<file path="src/rtl/ascon_finalization.sv">
// ============================================================================
// ascon_finalization
// ----------------------------------------------------------------------------
// Closing stage of the Ascon-AEAD128 datapath. Accepts the 320-bit state left
// by the last data block together with the key, XORs the key into x2/x3, runs
// the 12-round Ascon permutation (ROUNDS_PER_CYCLE rounds per clock) and
// emits the 128-bit tag = {x3 ^ key[127:64], x4 ^ key[63:0]}.
//
// Parameters:
//   ROUNDS_PER_CYCLE  unrolled rounds per clock; one of 1, 2, 3, 4, 6, 12
//
// Ports:
//   clk, rst_n        clock, asynchronous active-low reset
//   in_valid/in_ready input handshake (state + key)
//   x0_i..x4_i        incoming Ascon state words (64 bit each)
//   key               AEAD key, sampled only at acceptance
//   tag_valid/ready   output handshake
//   tag               computed tag, held until overwritten
//   busy              permutation in progress
//   tag_exp, tag_ok   expected tag / match flag (ASCON_FIN_TAG_VERIFY_EN only)
//
// Optional feature macro: ASCON_FIN_TAG_VERIFY_EN
//   When defined, tag_exp is sampled at acceptance and tag_ok reports a full
//   128-bit equality against the computed tag while tag_valid is high.
// ============================================================================
module ascon_finalization #(
    parameter int ROUNDS_PER_CYCLE = 1
) (
    input  logic         clk,
    input  logic         rst_n,
    input  logic         in_valid,
    output logic         in_ready,
    input  logic [63:0]  x0_i,
    input  logic [63:0]  x1_i,
    input  logic [63:0]  x2_i,
    input  logic [63:0]  x3_i,
    input  logic [63:0]  x4_i,
    input  logic [127:0] key,
    output logic         tag_valid,
    input  logic         tag_ready,
    output logic [127:0] tag,
    output logic         busy
`ifdef ASCON_FIN_TAG_VERIFY_EN
    ,
    input  logic [127:0] tag_exp,
    output logic         tag_ok
`endif
);

    generate
        if (!(ROUNDS_PER_CYCLE == 1 || ROUNDS_PER_CYCLE == 2 ||
              ROUNDS_PER_CYCLE == 3 || ROUNDS_PER_CYCLE == 4 ||
              ROUNDS_PER_CYCLE == 6 || ROUNDS_PER_CYCLE == 12)) begin : g_bad_param
            $error("ascon_finalization: ROUNDS_PER_CYCLE must be 1, 2, 3, 4, 6 or 12");
        end
    endgenerate

    localparam logic [3:0] RPC = 4'(ROUNDS_PER_CYCLE);

    typedef enum logic [1:0] {
        IDLE = 2'd0,
        PERM = 2'd1,
        DONE = 2'd2
    } state_e;

    // ------------------------------------------------------------------
    // Ascon round function helpers
    // ------------------------------------------------------------------
    function automatic logic [63:0] ror64(input logic [63:0] v, input int n);
        return (v >> n) | (v << (64 - n));
    endfunction

    // State packing: {x0, x1, x2, x3, x4}, x0 in the top 64 bits.
    function automatic logic [319:0] ascon_round(input logic [319:0] s,
                                                 input logic [3:0]   idx);
        logic [63:0] x0, x1, x2, x3, x4;
        logic [63:0] t0, t1, t2, t3, t4;
        x0 = s[319:256];
        x1 = s[255:192];
        x2 = s[191:128];
        x3 = s[127:64];
        x4 = s[63:0];
        // Round constant 0xf0 - i*0x0f has the closed form {~i, i} for i < 16.
        x2[7:0] = x2[7:0] ^ {4'hf - idx, idx};
        // Substitution layer (bitsliced 5-bit S-box)
        x0 = x0 ^ x4;
        x4 = x4 ^ x3;
        x2 = x2 ^ x1;
        t0 = ~x0 & x1;
        t1 = ~x1 & x2;
        t2 = ~x2 & x3;
        t3 = ~x3 & x4;
        t4 = ~x4 & x0;
        x0 = x0 ^ t1;
        x1 = x1 ^ t2;
        x2 = x2 ^ t3;
        x3 = x3 ^ t4;
        x4 = x4 ^ t0;
        x1 = x1 ^ x0;
        x0 = x0 ^ x4;
        x3 = x3 ^ x2;
        x2 = ~x2;
        // Linear diffusion layer
        x0 = x0 ^ ror64(x0, 19) ^ ror64(x0, 28);
        x1 = x1 ^ ror64(x1, 61) ^ ror64(x1, 39);
        x2 = x2 ^ ror64(x2, 1)  ^ ror64(x2, 6);
        x3 = x3 ^ ror64(x3, 10) ^ ror64(x3, 17);
        x4 = x4 ^ ror64(x4, 7)  ^ ror64(x4, 41);
        return {x0, x1, x2, x3, x4};
    endfunction

    // ------------------------------------------------------------------
    // Registers
    // ------------------------------------------------------------------
    state_e         state_q, state_d;
    logic [319:0]   s_q;
    logic [127:0]   key_q;
    logic [3:0]     rnd_q;
    logic [127:0]   tag_q;

    // ------------------------------------------------------------------
    // Unrolled round chain: chain[0] is the registered state, each stage
    // applies one round with its own round index.
    // ------------------------------------------------------------------
    logic [319:0]   chain [ROUNDS_PER_CYCLE+1];
    logic [319:0]   s_next;
    logic [127:0]   tag_calc;
    logic           last_step;

    assign chain[0] = s_q;

    generate
        for (genvar gi = 0; gi < ROUNDS_PER_CYCLE; gi++) begin : g_round
            assign chain[gi+1] = ascon_round(chain[gi], rnd_q + 4'(gi));
        end
    endgenerate

    assign s_next    = chain[ROUNDS_PER_CYCLE];
    assign tag_calc  = {s_next[127:64] ^ key_q[127:64], s_next[63:0] ^ key_q[63:0]};
    assign last_step = ((rnd_q + RPC) == 4'd12);

    // ------------------------------------------------------------------
    // FSM: state register
    // ------------------------------------------------------------------
    always_ff @(posedge clk or negedge rst_n) begin
        if (!rst_n) begin
            state_q <= IDLE;
        end else begin
            state_q <= state_d;
        end
    end

    // ------------------------------------------------------------------
    // FSM: next-state logic
    // ------------------------------------------------------------------
    always_comb begin
        state_d = state_q;
        case (state_q)
            IDLE:    if (in_valid)  state_d = PERM;
            PERM:    if (last_step) state_d = DONE;
            DONE:    if (tag_ready) state_d = IDLE;
            default: state_d = IDLE;
        endcase
    end

    // ------------------------------------------------------------------
    // FSM: outputs
    // ------------------------------------------------------------------
    always_comb begin
        in_ready  = 1'b0;
        busy      = 1'b0;
        tag_valid = 1'b0;
        case (state_q)
            IDLE:    in_ready  = 1'b1;
            PERM:    busy      = 1'b1;
            DONE:    tag_valid = 1'b1;
            default: ;
        endcase
    end

    assign tag = tag_q;

    // ------------------------------------------------------------------
    // Datapath registers
    // ------------------------------------------------------------------
    always_ff @(posedge clk or negedge rst_n) begin
        if (!rst_n) begin
            s_q   <= '0;
            key_q <= '0;
            rnd_q <= '0;
            tag_q <= '0;
        end else begin
            case (state_q)
                IDLE: begin
                    if (in_valid) begin
                        s_q   <= {x0_i, x1_i, x2_i ^ key[127:64], x3_i ^ key[63:0], x4_i};
                        key_q <= key;
                        rnd_q <= '0;
                    end
                end
                PERM: begin
                    s_q   <= s_next;
                    rnd_q <= rnd_q + RPC;
                    if (last_step) begin
                        tag_q <= tag_calc;
                    end
                end
                default: ;
            endcase
        end
    end

`ifdef ASCON_FIN_TAG_VERIFY_EN
    logic [127:0] tag_exp_q;
    logic         tag_ok_q;

    always_ff @(posedge clk or negedge rst_n) begin
        if (!rst_n) begin
            tag_exp_q <= '0;
            tag_ok_q  <= 1'b0;
        end else begin
            case (state_q)
                IDLE: if (in_valid) tag_exp_q <= tag_exp;
                PERM: if (last_step) tag_ok_q <= (tag_calc == tag_exp_q);
                DONE: if (tag_ready) tag_ok_q <= 1'b0;
                default: ;
            endcase
        end
    end

    assign tag_ok = tag_ok_q;
`endif

endmodule

</file>
<file path="config.mk">
export PLATFORM = sky130hd
export DESIGN_NAME = ascon_finalization
export DESIGN_NICKNAME = d
export VERILOG_FILES = /design/src/rtl/ascon_finalization.sv
export SDC_FILE = /design/constraint.sdc
export NUM_CORES = 2
export LEC_CHECK = 0
export BUFFER_PORTS_ARGS = -buffer_cell sky130_fd_sc_hd__buf_2
export CAP_MARGIN = 20
export CORE_ASPECT_RATIO = 1.1
export CORE_MARGIN = 5
export CORE_UTILIZATION = 60
export CTS_BUF_LIST = sky130_fd_sc_hd__clkbuf_4
export CTS_CLUSTER_SIZE = 30
export DETAILED_ROUTE_END_ITERATION = 10
export HOLD_SLACK_MARGIN = 0.06
export PLACE_DENSITY = 0.85
export SETUP_SLACK_MARGIN = 0.5
export SYNTH_ARGS = -nofsm -noshare
export SYNTH_HDL_FRONTEND = slang
export SYNTH_SLANG_ARGS = --single-unit
</file>
<file path="constraint.sdc">
create_clock -name clk -period 2.55 [get_ports clk]
set_input_delay 0.51 -clock clk [delete_from_list [all_inputs] [get_ports clk]]
set_output_delay 0.51 -clock clk [all_outputs]
set_load 0.05 [all_outputs]
</file>
==> impl_metrics.json, run 1 <==
{
  "syn-cell-area_um2": 41830,
  "syn-mean-instance-area_um2": 9.609,
  "cts_buffers": 158,
  "rows": 101,
  "cts.sinks": 582,
  "synth-seq-area-share": 0.3482,
  "num_io_pins": 583,
  "syn_inst": 4353,
  "ys_seq_elements": 582,
  "synth_top_area_frac": 0.3482,
  "synthArstFlopShare": 1.000,
  "synth_edf_count": 0,
  "status": "aborted with a tool error",
  "synth_area_leaders": "dfrtp_1 (35%), xnor2_1 (17%), nand2_1 (8.6%), xnor3_1 (7.1%), xnor2_2 (6.7%)",
  "die_height_um": 286.9,
  "error_line": "[ERROR GRT-0232] Routing congestion too high. Check the congestion heatmap in the GUI.",
  "synth_cell_types": 32,
  "grt_max_degree": 155,
  "cts_root_buf": "clkbuf_4",
  "start_util": 0.6051,
  "cts_buffer_depth": 3,
  "grtUsageTotal": 0.8196,
  "synth_area_leader_cell": "dfrtp_1",
  "place_congestion": 1.156,
  "syn-num-nets": 4934,
  "portBuffers": 582,
  "die_w_um": 261.8,
  "dpl_cell_area_um2": 48880,
  "yosysWarnings": 0,
  "lastStage": "global routing",
  "hpwlAfterDp_mm": 138.8,
  "htreeDepth": 4,
  "synth_ff_type": "dfrtp_1",
  "overflow": 245
}
## cell families after synthesis
kind of cell	synth area share
buf+inv	0.03565
xor+xnor	0.3501
flops	0.3482
fa+ha+maj	0.05522
mux	0.001197
simple gates	0.1049
compound gates	0.1048
## per-layer routing
metal,GRT usage,GRT overflow
met5,0.4028,0
met3,0.7341,6
met2,0.9403,117
met4,0.8265,117
met1,0.8016,5
## Yosys cell counts, types with 93 or more instances
cell type and n:
a21oi_1 136, clkbuf_1 144, dfrtp_1 582, ha_1 129
inv_1 191, nand2_1 959, nor2_1 93, o21ai_0 277
o21ai_1 176, xnor2_1 793, xnor2_2 173, xnor3_1 131
xor2_1 155
## metrics by stage
stage               std cells  setup WS, ns    util
CTS                      6992        0.1101  0.8606
detailed placement       6097       0.07035  0.7071
global placement         6097       0.08314  0.7071
floorplan                4353        0.4604       -
## timing repair
action / CTS
pin swaps: 182
hold endpoints to repair: 1031
endpoints found under the setup margin: 466
hold buffers: 463
setup buffers: 174
gates resized for setup: 538
==> run 2, diff against run 1 <==
==> config.mk (replaced) <==
export PLATFORM = sky130hd
export DESIGN_NAME = ascon_finalization
export DESIGN_NICKNAME = d
export VERILOG_FILES = /design/src/rtl/ascon_finalization.sv
export SDC_FILE = /design/constraint.sdc
export NUM_CORES = 2
export LEC_CHECK = 0
export BUFFER_PORTS_ARGS = -buffer_cell sky130_fd_sc_hd__buf_2
export CAP_MARGIN = 20
export CORE_MARGIN = 5
export CORE_UTILIZATION = 40
export DETAILED_ROUTE_END_ITERATION = 10
export PLACE_DENSITY_LB_ADDON = 0.15
export SYNTH_ARGS = -nofsm -noshare
export SYNTH_HDL_FRONTEND = slang
export SYNTH_SLANG_ARGS = --single-unit
==> run 2 against run 1 <==
Effect of this change: the flow now finishes without violations; area after synthesis stayed put; synthesized cell count is the same.
==> impl_metrics.json, run 2 <==
{
  "path_class": "reg -> reg",
  "finalSetupViolations": 0,
  "yosys-top-cells-count": "nand2_1 (959), xnor2_1 (793), dfrtp_1 (582), o21ai_0 (277), inv_1 (191)",
  "r2r_slack_ns": 0.02,
  "placed_cells": 6591,
  "synth_area_leader_cell": "dfrtp_1",
  "synth_most_common_cell": "nand2_1",
  "synthArstFlopShare": 1.000,
  "cts_root_buf": "clkbuf_16",
  "hpwlAfterDp_mm": 149.9,
  "status": "finished clean",
  "mostFrequentLayoutCells": "nand2_1 (957), xnor2_1 (791), dfrtp_1 (582)",
  "reg2reg_to": "s_q[315]$_DFFE_PN0P_",
  "cts_buffers": 73,
  "vias_per_cell": 5.232,
  "clock_latency_ns": 0.67,
  "clk_pin_slew_ns": 0.06,
  "syn-num-nets": 4934,
  "layout_commonest_cell": "nand2_1",
  "cp-end-kind": "flop",
  "max-slew-margin-rel": 0.3739,
  "syn-mean-instance-area_um2": 9.609,
  "syn_to_final_growth_pct": 25.28,
  "ys_seq_elements": 582,
  "routed_wl_mm": 183.3,
  "cts_buffer_depth": 3,
  "drtIter0Drc": 3446,
  "r2r_cells": 8,
  "num-nets-final": 5869,
  "cp_max_fo": 5,
  "min_period_ns": 2.530,
  "drtAntennaViolNets": 0,
  "grt_pass1_wl_mm": 255.2,
  "synth_ff_type": "dfrtp_1",
  "finalNonFillerCells": 6733,
  "core_um2": 103600,
  "worst-slew-pin-transition_ns": 0.9325,
  "wl_per_cell_um": 27.23,
  "fillers": 9986,
  "die_w_um": 333.4,
  "endpoint": "s_q[315]$_DFFE_PN0P_",
  "startpoint_type": "flop",
  "htreeDepth": 3,
  "drc": 0,
  "drtPass1Iterations": 6,
  "startpoint": "s_q[123]$_DFFE_PN0P_",
  "rows": 118,
  "synth_cell_types": 32,
  "cts_tree": "done",
  "hold_path_class": "in -> reg",
  "antenna_found_initial": 12,
  "r2r-start": "s_q[123]$_DFFE_PN0P_",
  "required_ns": 3.08,
  "grt_pass1_vias": 34750,
  "finalClockSkew_ns": 0.03564,
  "grt_max_degree": 133,
  "die_height_um": 333.4,
  "largest-register": "s_q",
  "drv_cap": 0,
  "hold_viol": 0,
  "max_freq_ghz": 0.3953,
  "drive_above_1_share": 0.2693,
  "dieArea_um2": 111100,
  "syn-cell-area_um2": 41830,
  "synth_area_leaders": "dfrtp_1 (35%), xnor2_1 (17%), nand2_1 (8.6%), xnor3_1 (7.1%), xnor2_2 (6.7%)",
  "largest_reg_flops": 320,
  "synth-seq-area-share": 0.3482,
  "portBuffers": 582,
  "overflow": 0,
  "yosysWarnings": 0,
  "num_io_pins": 583,
  "maxSlewViolCount": 0,
  "finalSetupTns_ns": 0,
  "grtUsageTotal": 0.3193,
  "cts.sinks": 582,
  "start_util": 0.4036,
  "synth_edf_count": 0,
  "syn_inst": 4353,
  "place_congestion": 1.030,
  "synth_top_area_frac": 0.3482,
  "cp.arrival_ns": 3.06,
  "vias": 35230,
  "period_share": 0.9921,
  "rsz0062_at_grt": "false"
}
-- run 2: critical path, cell delays in order (launching register included) --
cell     delay (ns)
dfrtp_1        0.41
inv_1          0.06
ha_1           0.32
xnor2_1        0.16
xnor2_1        0.72
xnor2_1        0.17
xnor2_1        0.34
buf_4          0.17
a21oi_1        0.05
-- run 2: cell type report --
class,instances,area [um2],area share
Antenna cell,5,12.51,0.0002388
Clock buffer,98,2147,0.04097
Clock inverter,37,533.0,0.01017
Inverter,194,730.7,0.01394
Multi-Input combinational cell,3387,25840,0.4931
Sequential cell,582,14560,0.2779
Tap cell,1380,1727,0.03295
Timing Repair Buffer,1050,6852,0.1307
-- run 2: logic make-up after synthesis --
kind of cell    synth area share
compound gates            0.1048
xor+xnor                  0.3501
fa+ha+maj                0.05522
mux                     0.001197
flops                     0.3482
buf+inv                  0.03565
simple gates              0.1049
-- run 2: worst min-delay path by stage --
stage	cells past startpoint	startpoint	slack, ns	to
finish	3	key[90]	0.06	key_q[90]$_DFFE_PN0P_
global route	3	key[90]	0.06	key_q[90]$_DFFE_PN0P_
CTS	3	key[90]	0.03	key_q[90]$_DFFE_PN0P_
detailed placement	2	tag[116]$_DFFE_PN0P_	0.47	tag[116]$_DFFE_PN0P_
global placement	2	tag[105]$_DFFE_PN0P_	0.46	tag[105]$_DFFE_PN0P_
floorplan	0	rst_n	0.21	key_q[0]$_DFFE_PN0P_
-- run 2: repair_timing --
action,4_1_cts,5_1_grt
hold buffers,1,0
endpoints found under the setup margin,1,6
endpoints found under the hold margin,16,0
buffers inserted,0,1
resized for setup,1,4
pin swaps,0,1
-- run 2: routing by layer --
layer,wire length (um),GRT usage,vias to the layer above
met4,7051,0.1008,6
met1,76590,0.4321,17510
met2,84490,0.5146,1359
li1,-,-,16080
met3,15130,0.06893,279
met5,46,0,-
-- run 2: metrics by stage --
stage / worst slack [ns] / cell area, um2 / hold WS (ns) / utilization
CTS: 0.07268 / 52360 / 0.02605 / 0.5052
global placement: 0.01976 / 49660 / 0.4606 / 0.4791
finish: 0.02009 / 52410 / 0.06288 / 0.5056
floorplan: 0.2351 / 41830 / 0.2144 / -
global route: 0.0003151 / 52390 / 0.05754 / 0.5055
detailed placement: 0.03600 / 49660 / 0.4693 / 0.4791
Power of run 2 is not shown: default switching activity piles up to over one toggle a cycle in this logic, so the estimate is an artifact.
